<file path="src/rtl/riscv_ctrl_pkg.sv">
// Shared encodings for the RV32I-subset multicycle control unit: opcodes,
// ALU operations, datapath mux selects, memory sizes and FSM states.
package riscv_ctrl_pkg;

  localparam logic [6:0] OP_RTYPE  = 7'b0110011;
  localparam logic [6:0] OP_ITYPE  = 7'b0010011;
  localparam logic [6:0] OP_LOAD   = 7'b0000011;
  localparam logic [6:0] OP_STORE  = 7'b0100011;
  localparam logic [6:0] OP_BRANCH = 7'b1100011;

  localparam logic [3:0] ALU_ADD = 4'b0000;
  localparam logic [3:0] ALU_SUB = 4'b0001;
  localparam logic [3:0] ALU_AND = 4'b0010;
  localparam logic [3:0] ALU_OR  = 4'b0011;
  localparam logic [3:0] ALU_SLL = 4'b0100;
  localparam logic [3:0] ALU_SRL = 4'b0101;

  localparam logic [1:0] SRC_A_PC    = 2'b00;
  localparam logic [1:0] SRC_A_RS1   = 2'b01;
  localparam logic [1:0] SRC_A_OLDPC = 2'b10;

  localparam logic [1:0] SRC_B_RS2  = 2'b00;
  localparam logic [1:0] SRC_B_FOUR = 2'b01;
  localparam logic [1:0] SRC_B_IMM  = 2'b10;

  localparam logic [1:0] SIZE_BYTE = 2'b00;
  localparam logic [1:0] SIZE_WORD = 2'b10;

  localparam logic [2:0] F3_BEQ = 3'b000;
  localparam logic [2:0] F3_BNE = 3'b001;

  typedef enum logic [2:0] {
    CLS_R      = 3'd0,
    CLS_I      = 3'd1,
    CLS_LOAD   = 3'd2,
    CLS_STORE  = 3'd3,
    CLS_BRANCH = 3'd4,
    CLS_NONE   = 3'd5
  } op_class_e;

  typedef enum logic [3:0] {
    S_FETCH    = 4'd0,
    S_DECODE   = 4'd1,
    S_EXEC_R   = 4'd2,
    S_EXEC_I   = 4'd3,
    S_MEM_ADDR = 4'd4,
    S_MEM_RD   = 4'd5,
    S_MEM_WR   = 4'd6,
    S_WB_ALU   = 4'd7,
    S_WB_MEM   = 4'd8,
    S_BRANCH   = 4'd9,
    S_TRAP     = 4'd10
  } state_e;

  // Map the major opcode to its instruction class.
  function automatic op_class_e classify(input logic [6:0] opcode);
    case (opcode)
      OP_RTYPE:  return CLS_R;
      OP_ITYPE:  return CLS_I;
      OP_LOAD:   return CLS_LOAD;
      OP_STORE:  return CLS_STORE;
      OP_BRANCH: return CLS_BRANCH;
      default:   return CLS_NONE;
    endcase
  endfunction

  // Only byte (funct3=000) and word (funct3=010) accesses are legal.
  function automatic logic [1:0] size_of(input logic [2:0] funct3);
    return funct3[1] ? SIZE_WORD : SIZE_BYTE;
  endfunction

endpackage

</file>
<file path="src/rtl/multicycle_control_alu_decoder.sv">
// Combinational decode of op-class/funct3/funct7 into an ALU operation and
// a legality flag. Kept free of FSM state so the pipelined core can reuse it.
module alu_decoder
  import riscv_ctrl_pkg::*;
(
  input  op_class_e   op_class_i,
  input  logic [2:0]  funct3_i,
  input  logic [6:0]  funct7_i,
  output logic [3:0]  alu_ctrl_o,
  output logic        legal_o
);

  // Legal encodings of the supported subset and the ALU op each needs.
  always_comb begin
    alu_ctrl_o = ALU_ADD;
    legal_o    = 1'b0;
    case (op_class_i)
      CLS_R: begin
        if (funct7_i == 7'b0000000) begin
          case (funct3_i)
            3'b000: begin alu_ctrl_o = ALU_ADD; legal_o = 1'b1; end
            3'b111: begin alu_ctrl_o = ALU_AND; legal_o = 1'b1; end
            3'b110: begin alu_ctrl_o = ALU_OR;  legal_o = 1'b1; end
            3'b001: begin alu_ctrl_o = ALU_SLL; legal_o = 1'b1; end
            3'b101: begin alu_ctrl_o = ALU_SRL; legal_o = 1'b1; end
            default: legal_o = 1'b0;
          endcase
        end else if (funct7_i == 7'b0100000 && funct3_i == 3'b000) begin
          alu_ctrl_o = ALU_SUB;
          legal_o    = 1'b1;
        end
      end
      CLS_I: begin
        case (funct3_i)
          3'b000: begin alu_ctrl_o = ALU_ADD; legal_o = 1'b1; end
          3'b110: begin alu_ctrl_o = ALU_OR;  legal_o = 1'b1; end
          default: legal_o = 1'b0;
        endcase
      end
      CLS_LOAD, CLS_STORE: begin
        alu_ctrl_o = ALU_ADD;
        legal_o    = (funct3_i == 3'b000) || (funct3_i == 3'b010);
      end
      CLS_BRANCH: begin
        alu_ctrl_o = ALU_SUB;
        legal_o    = (funct3_i == F3_BEQ) || (funct3_i == F3_BNE);
      end
      default: begin
        alu_ctrl_o = ALU_ADD;
        legal_o    = 1'b0;
      end
    endcase
  end

endmodule

</file>
<file path="src/rtl/multicycle_control.sv">
// Multicycle control FSM for the RV32I-subset datapath. One shared memory
// port serves fetch and data; each instruction walks FETCH/DECODE/EXEC/MEM/WB.
//
// Memory handshake: mem_read/mem_write are the request and stay high for the
// whole access; the access completes in the cycle mem_ready=1 (or in its first
// cycle when MEM_HANDSHAKE=0). The wait counter traps an access that has not
// completed after MAX_WAIT wait cycles; mem_ready in the limit cycle still wins.
module multicycle_control
  import riscv_ctrl_pkg::*;
#(
  parameter int          MEM_HANDSHAKE = 1,
  parameter int unsigned MAX_WAIT      = 16,
  parameter int unsigned WAIT_W        = 5
) (
  input  logic       clk,
  input  logic       rst_n,
  input  logic [6:0] opcode,
  input  logic [2:0] funct3,
  input  logic [6:0] funct7,
  input  logic       zero,
  input  logic       mem_ready,
  output logic       pc_write,
  output logic       ir_write,
  output logic       reg_write,
  output logic       mem_read,
  output logic       mem_write,
  output logic       i_or_d,
  output logic [1:0] mem_size,
  output logic       mem_to_reg,
  output logic [1:0] alu_src_a,
  output logic [1:0] alu_src_b,
  output logic       pc_src,
  output logic [3:0] alu_ctrl,
  output logic       illegal,
  output logic       mem_timeout,
  output logic [3:0] state_o
);

  state_e            state_q, state_d;
  logic [WAIT_W-1:0] wait_q, wait_d;
  logic              illegal_q, illegal_d;
  logic              timeout_q, timeout_d;

  op_class_e         op_class;
  logic [3:0]        dec_alu_ctrl;
  logic              dec_legal;
  logic              done;
  logic              limit_hit;

  assign op_class  = classify(opcode);
  assign done      = (MEM_HANDSHAKE != 0) ? mem_ready : 1'b1;
  assign limit_hit = (MAX_WAIT != 0) && (wait_q == WAIT_W'(MAX_WAIT));

  alu_decoder u_alu_decoder (
    .op_class_i (op_class),
    .funct3_i   (funct3),
    .funct7_i   (funct7),
    .alu_ctrl_o (dec_alu_ctrl),
    .legal_o    (dec_legal)
  );

  // Next state, wait counter and sticky error flags.
  always_comb begin
    state_d   = state_q;
    wait_d    = '0;
    illegal_d = illegal_q;
    timeout_d = timeout_q;
    case (state_q)
      S_FETCH, S_MEM_RD, S_MEM_WR: begin
        if (done) begin
          if (state_q == S_FETCH)       state_d = S_DECODE;
          else if (state_q == S_MEM_RD) state_d = S_WB_MEM;
          else                          state_d = S_FETCH;
        end else if (limit_hit) begin
          state_d   = S_TRAP;
          timeout_d = 1'b1;
        end else begin
          wait_d = wait_q + WAIT_W'(1);
        end
      end
      S_DECODE: begin
        if (!dec_legal) begin
          state_d   = S_TRAP;
          illegal_d = 1'b1;
        end else begin
          case (op_class)
            CLS_R:               state_d = S_EXEC_R;
            CLS_I:               state_d = S_EXEC_I;
            CLS_LOAD, CLS_STORE: state_d = S_MEM_ADDR;
            CLS_BRANCH:          state_d = S_BRANCH;
            default: begin
              state_d   = S_TRAP;
              illegal_d = 1'b1;
            end
          endcase
        end
      end
      S_EXEC_R, S_EXEC_I:            state_d = S_WB_ALU;
      S_MEM_ADDR:                    state_d = (op_class == CLS_LOAD) ? S_MEM_RD : S_MEM_WR;
      S_WB_ALU, S_WB_MEM, S_BRANCH:  state_d = S_FETCH;
      S_TRAP:                        state_d = S_TRAP;
      default:                       state_d = S_FETCH;
    endcase
  end

  // State register; reset aborts any access in flight.
  always_ff @(posedge clk or negedge rst_n) begin
    if (!rst_n) begin
      state_q   <= S_FETCH;
      wait_q    <= '0;
      illegal_q <= 1'b0;
      timeout_q <= 1'b0;
    end else begin
      state_q   <= state_d;
      wait_q    <= wait_d;
      illegal_q <= illegal_d;
      timeout_q <= timeout_d;
    end
  end

  // Moore control decode; completion gates the FETCH write enables, and every
  // output is forced low while reset is asserted so no strobe survives it.
  always_comb begin
    pc_write   = 1'b0;
    ir_write   = 1'b0;
    reg_write  = 1'b0;
    mem_read   = 1'b0;
    mem_write  = 1'b0;
    i_or_d     = 1'b0;
    mem_size   = SIZE_BYTE;
    mem_to_reg = 1'b0;
    alu_src_a  = SRC_A_PC;
    alu_src_b  = SRC_B_RS2;
    pc_src     = 1'b0;
    alu_ctrl   = ALU_ADD;
    case (state_q)
      S_FETCH: begin
        mem_read  = 1'b1;
        alu_src_a = SRC_A_PC;
        alu_src_b = SRC_B_FOUR;
        ir_write  = done;
        pc_write  = done;
      end
      S_DECODE: begin
        alu_src_a = SRC_A_OLDPC;
        alu_src_b = SRC_B_IMM;
      end
      S_EXEC_R: begin
        alu_src_a = SRC_A_RS1;
        alu_src_b = SRC_B_RS2;
        alu_ctrl  = dec_alu_ctrl;
      end
      S_EXEC_I: begin
        alu_src_a = SRC_A_RS1;
        alu_src_b = SRC_B_IMM;
        alu_ctrl  = dec_alu_ctrl;
      end
      S_MEM_ADDR: begin
        alu_src_a = SRC_A_RS1;
        alu_src_b = SRC_B_IMM;
      end
      S_MEM_RD: begin
        mem_read = 1'b1;
        i_or_d   = 1'b1;
        mem_size = size_of(funct3);
      end
      S_MEM_WR: begin
        mem_write = 1'b1;
        i_or_d    = 1'b1;
        mem_size  = size_of(funct3);
      end
      S_WB_ALU: reg_write = 1'b1;
      S_WB_MEM: begin
        reg_write  = 1'b1;
        mem_to_reg = 1'b1;
      end
      S_BRANCH: begin
        alu_src_a = SRC_A_RS1;
        alu_src_b = SRC_B_RS2;
        alu_ctrl  = ALU_SUB;
        pc_src    = 1'b1;
        pc_write  = ((funct3 == F3_BEQ) && zero) || ((funct3 == F3_BNE) && !zero);
      end
      default: ;
    endcase
    if (!rst_n) begin
      pc_write   = 1'b0;
      ir_write   = 1'b0;
      reg_write  = 1'b0;
      mem_read   = 1'b0;
      mem_write  = 1'b0;
      i_or_d     = 1'b0;
      mem_size   = SIZE_BYTE;
      mem_to_reg = 1'b0;
      alu_src_a  = SRC_A_PC;
      alu_src_b  = SRC_B_RS2;
      pc_src     = 1'b0;
      alu_ctrl   = ALU_ADD;
    end
  end

  assign illegal     = rst_n & illegal_q;
  assign mem_timeout = rst_n & timeout_q;
  assign state_o     = rst_n ? state_q : S_FETCH;

endmodule

</file>
<file path="config.mk">
export PLATFORM = sky130hd
export DESIGN_NAME = multicycle_control
export DESIGN_NICKNAME = d
export VERILOG_FILES = /design/src/rtl/riscv_ctrl_pkg.sv /design/src/rtl/multicycle_control_alu_decoder.sv /design/src/rtl/multicycle_control.sv
export SDC_FILE = /design/constraint.sdc
export NUM_CORES = 1
export LEC_CHECK = 0
export ABC_AREA = 1
export CORE_ASPECT_RATIO = 0.75
export CORE_MARGIN = 1.5
export CORE_UTILIZATION = 44
export DETAILED_ROUTE_END_ITERATION = 10
export GPL_TIMING_DRIVEN = 0
export PLACE_DENSITY_LB_ADDON = 0.3
export SETUP_SLACK_MARGIN = 0.5
export SYNTH_ARGS = -nofsm -noshare
export SYNTH_HDL_FRONTEND = slang
export SYNTH_HIERARCHICAL = 1
export SYNTH_SLANG_ARGS = --single-unit
export TNS_END_PERCENT = 20
</file>
<file path="constraint.sdc">
create_clock -name clk -period 1.8 [get_ports clk]
set_input_delay 0.18 -clock clk [delete_from_list [all_inputs] [get_ports clk]]
set_output_delay 0.18 -clock clk [all_outputs]
set_load 0.02 [all_outputs]
</file>
==> impl_metrics.ini, run 1 <==
[status]
outcome = completed

[timing]
fmax_mhz = 565
rsz0062_at_grt = yes
period_needed_ns = 1.77
final_max_slew_viol_count = 0
holdWs_ns = 0.377
worst_pin_slew_ns = 0.499
clock_skew_ns = 0.00299
max-slew-margin-rel_pct = 66.6
min_period_over_period_pct = 98.4
hold_viol = 0
setup_viol = 0

[yosys]
synth-adder-area-share_pct = 2.09
ys_seq_area_share_pct = 23.0
async_flop_share_pct = 100
yosys.area_share.simple_pct = 46.5
ys_top_cells_by_area = dfrtp_1, nand2_1, inv_1, nor2_1, nand3_1
yosys_warnings = 6
synth_compound_gate_area_share_pct = 10.2
synth_seq_cells = 11
yosysMostFrequentCell = nand2_1
syn_area_sq_mm = 0.00120
netlist.top_cell.by_area = dfrtp_1
synthXorXnorAreaFrac_pct = 2.19
synthFlopType = dfrtp_1
synth_mux_area_share_pct = 0
synth_top_area_share_pct = 23.0
synth-edff-count = 0
synth_top_family_by_area = simple AND/OR/NAND/NOR gates
synth_cells = 203
syn_nets = 226
synth_common_cells = nand2_1, inv_1, nor2_1, nand3_1, dfrtp_1
avgSynthCellArea_sq_um = 5.90
ys_types = 33

[die]
start_util_pct = 46.1
die_area_sq_mm = 0.00305
rows = 16
die_y_microns = 48.2
fp.dieW_microns = 63.3
fp.coreArea_sq_mm = 0.00260
io_pins = 45

[global_route]
grt-ovfl-total = 0
grt_use_total_pct = 28.2
use_met2_pct = 53.4
grt_pass1_wl_microns = 6420
gr-usage-met3_pct = 5.54
grt_antenna_before_repair = 0
grt_pass1_vias = 1438
met1_usage_pct = 33.8
busiest_layer = met2
grt_max_degree = 12

[final_layout]
final_nets = 314
drive_gt1_share_pct = 53.8
area_delta_synth_final_pct = 91.9
design_area_sq_mm = 0.00230
diodes = 0
final_cells = 326

[worst_hold_path]
hold_class = input pin to async pin

[place]
dpl_cell_area_sq_mm = 0.00175
dp.cells = 281
dpl.hpwl_microns = 2290
io_buffers = 42
place_congestion = 0.817

[power]
p_seq_share_pct = 17.1
powerDensity_mw_per_mm2 = 1050
internal_power_uw = 1220
irDropWorstVdd_mv = 0.578
pwr-share-comb_pct = 75.0
p_leak_uw = 0.00116
p_clk_share_pct = 7.9
power_switching_uw = 1190
p_sw_share_pct = 49.5

[clocking]
htreeDepth = 1
cts.reportedPaths.clkPinSlew_ns = 0.08
clk_latency_ns = 0.30
cts_tree = done
root_buffer = clkbuf_4
clockBufferDepth = 2
clock-sinks = 11
cts_buffers = 3

[route]
wl_microns = 5070
drc = 0
wl_per_cell_microns = 15.5
vias_per_cell = 5.32
dr.pass1.iters = 4
vias = 1733
antenna_left = 0
drt_iter0_markers = 124

[worst_setup_path]
cp.required_ns = 1.97
cp-end-kind = flip-flop
worstPathMaxFanout = 3
ff2ff_setup_slack_ns = 0.18
path_class = input pin to flip-flop
critPathLaunchType = input pin
critPathArrivalTime_ns = 1.94

[run]
maxCapViolCount = 0
## cell type report
type / instances / area, sq um
Fill cell: 134 / 303
Timing Repair Buffer: 83 / 702
Inverter: 39 / 170
Buffer: 4 / 33.8
Tap cell: 36 / 45.0
Clock buffer: 4 / 26.3
Multi-Input combinational cell: 149 / 1040
Sequential cell: 11 / 279
## path summary, 6_finish.rpt
check,startpoint,to,depth (start not counted)
max reg2reg,state_q[1]$_DFFE_PN0P_,state_q[1]$_DFFE_PN0P_,12
min reg2reg,wait_q[0]$_DFF_PN0_,wait_q[0]$_DFF_PN0_,1
min in group clk,opcode[4],state_q[0]$_DFFE_PN0P_,6
max,opcode[3],illegal_q$_DFFE_PN0P_,15
min,rst_n,wait_q[2]$_DFF_PN0_,2
max in group asynchronous,rst_n,state_q[2]$_DFFE_PN0P_,2
## registers in the layout, summed over array words and instances (netlist names)
register	cells
wait_q	5
state_q	4
illegal_q	1
timeout_q	1
## repair_timing
action                                 4_1_cts  5_1_grt
hold buffers                                 1        0
buffers inserted                            31        9
endpoints found under the hold margin       11        0
pin swaps                                   31       24
resized for setup                          159       38
setup endpoints to repair                   31       33
## worst max-delay path, cell delays in order
cell	delay (ns)
buf_6	0.09
nor2_4	0.12
nand2_4	0.08
inv_2	0.11
nand2_2	0.11
nor2_4	0.18
nand2_4	0.08
nor2_4	0.15
buf_6	0.11
buf_6	0.10
nand3_4	0.08
nand2_4	0.12
inv_4	0.05
o21ai_0	0.27
nand2_1	0.11
## stage by stage
step | total power (uW) | worst slack [ns] | setup TNS (ns) | util (%)
floorplan | 1130 | 0.373 | 0 | -
global placement | 1460 | -0.871 | -16.21 | 67.1
detailed placement | 1480 | -0.880 | -16.65 | 67.1
CTS | 2050 | 0.164 | 0 | 80.5
global route | 2530 | -0.171 | -0.171 | 88.4
finish | 2410 | 0.0288 | 0 | 88.4
## power by group through the flow
stage                     logic [uW]  clock network [uW]  registers (uW)
after floorplan                  760                   0             375
after global placement          1070                   0             390
after detailed placement        1080                   0             392
after CTS                       1480                 169             403
after global routing            1910                 197             421
final                           1810                 191             412
## cells in the final DEF, fill, tap and decap left out, types with 2 or more instances in the layout
master,count
buf_4,43
nand2_1,38
inv_1,18
nor2_1,18
nor2_4,16
buf_6,13
inv_2,12
nand2_2,12
clkdlybuf4s50_1,9
dlygate4sd2_1,9
nand3_1,8
dfrtp_1,8
inv_4,7
nand2_4,7
nand3_2,6
nor2_2,5
buf_2,5
a21oi_1,4
o21ai_0,4
clkbuf_2,4
nor3_1,3
clkbuf_4,3
dfrtp_2,3
o21ai_4,2
nand4_1,2
xor2_1,2
a21oi_2,2
ha_1,2
conb_1,2
clkdlybuf4s15_2,2
## kinds of logic after synthesis
| kind of cell | count (synthesis) |
|---|---|
| AOI/OAI and AO/OA | 21 |
| xor gates and xnor gates | 3 |
| adders and majority gates | 2 |
| and+or+nand+nor | 121 |
| other | 2 |
| DFF | 11 |
| buffers and inverters | 43 |
## routing by layer
metal  up-vias  routed length, microns  share of wire (%)
met5         -                       0                  0
met3        27                     390                7.7
met4         0                     243                4.8
met2        98                    2500                 49
met1       803                    1930                 38
li1        805                       -                  -
Note: power is estimated with default switching activity, not from simulation.
==> run 2, diff against run 1 <==
GPL_TIMING_DRIVEN = default   (was 0)
==> impl_metrics.ini, run 2 (synthesis gave the netlist of run 1 again) <==
[global_route]
grt_pass1_wl_microns = 8140
grt_max_degree = 15
grt-ovfl-total = 0
grt_use_total_pct = 35.5
grt_antenna_before_repair = 0
grt_pass1_vias = 1696

[worst_setup_path]
path_class = input pin to flip-flop
critPathLaunchType = input pin
cp-end-kind = flip-flop
cpLargestDelayFamily = simple AND/OR/NAND/NOR gates
crit_top_cell = nand2_1
max_stage_delay_ns = 0.24
path_cells = buf_6, nor2_4, nand2_4, a21oi_4, o21ai_4, buf_4, o21ai_1, nand2_1, nor2_1, nor2_1, nand2_4, nand2_1, nand2_1, nand2_1, nand2_2, nand2_2
cp_num_buf_inv = 2
crit_start = opcode[2]
crit_slowest_cell = o21ai_1
r2r-start = state_q[2]$_DFFE_PN0P_
cp.required_ns = 1.96
critPathArrivalTime_ns = 2.02
worstPathMaxFanout = 4

[place]
place_congestion = 0.872
dpl.hpwl_microns = 2620
pre_cts_ws_ns = -0.654
io_buffers = 42

[die]
io_pins = 45
die_area_sq_mm = 0.00305
die_y_microns = 48.2
fp.dieW_microns = 63.3
start_util_pct = 46.1
rows = 16
fp.coreArea_sq_mm = 0.00260

[route]
wl_microns = 7520
wl_per_cell_microns = 21.4
dr.pass1.iters = 6
drt_iter0_markers = 272
vias_per_cell = 6.17
antenna_left = 0
vias = 2167
drc = 0

[timing]
fmax_mhz = 537
final_max_slew_viol_count = 0
hold_viol = 0
setup_viol = 4
fin_ws_ns = -0.0634
rsz0062_at_grt = yes
min_period_over_period_pct = 104
period_needed_ns = 1.86
clock_skew_ns = 0.00752
finalSetupTns_ns = -0.169

[status]
outcome = finished with violations
violations = negative setup slack

[final_layout]
largest_register = wait_q
diodes = 0
final_common_cell = buf_4
final_nets = 339
largest_register_ffs = 5
final_cell_mix = buf_4, nand2_1, buf_6
drive_gt1_share_pct = 60.0
area_delta_synth_final_pct = 109
top_regs = wait_q (5), state_q (4)

[clocking]
clk_latency_ns = 0.28
clock-sinks = 11
cts.reportedPaths.clkPinSlew_ns = 0.08
root_buffer = clkbuf_4
cts_buffers = 3
cts_tree = done
clockBufferDepth = 2
htreeDepth = 1

[run]
maxCapViolCount = 0

[power]
p_leak_uw = 0.00131
powerDensity_mw_per_mm2 = 1070
irDropWorstVdd_mv = 0.561

[worst_hold_path]
hold_class = input pin to async pin
[run 2: through the flow]
step                      instance area [sq um]  instances  power, uW  utilization, %  hold WS (ns)
final                                      2500        351       2680            96.1         0.161
after global routing                       2500        351       2760            96.1         0.166
after detailed placement                   1980        312       1700            76.0         0.466
after floorplan                            1280        203       1130               -        -0.116
after CTS                                  2290        342       2110            88.2         0.133
after global placement                     1980        312       1680            76.0         0.451
[run 2: final timing paths]
check,end,slack (ns),depth (start not counted)
worst max-delay path,state_q[1]$_DFFE_PN0P_,-0.06,16
min in group clk,timeout_q$_DFFE_PN0P_,0.49,1
max in group asynchronous,state_q[2]$_DFFE_PN0P_,1.48,2
worst min-delay path,state_q[3]$_DFFE_PN0P_,0.16,2
worst max register to register,state_q[1]$_DFFE_PN0P_,-0.05,13
worst min register to register,timeout_q$_DFFE_PN0P_,0.49,1
[run 2: cell type report]
cell class                 instances  area [sq um]
clock buffer                       4          26.3
fill                              57           101
inverter                          39           161
multi-input combinational        149          1050
timing repair buffer             112           933
sequential                        11           280
tap                               36          45.0
[run 2: routing by layer]
metal  GRT usage (%)  wire (microns)
met3            7.62            1050
met1            41.6            2410
met2            66.6            3310
met4            15.7             758
met5               0               0
[run 2: report_power, final]
| part | switching (uW) | leakage, uW | total, uW | internal, uW |
|---|---|---|---|---|
| sequential | 132 | 0.000137 | 445 | 313 |
| clock | 92.3 | 0.0000150 | 178 | 85.9 |
| combinational | 1180 | 0.00115 | 2050 | 871 |
| total | 1410 | 0.00131 | 2680 | 1270 |
[run 2: timing repair]
action | 4_1_cts | 5_1_grt
hold buffers | 0 | 0
hold endpoints to repair | 0 | 0
resized for setup | 175 | 39
setup endpoints to repair | 31 | 33
pin swaps | 33 | 33
setup buffers | 26 | 9
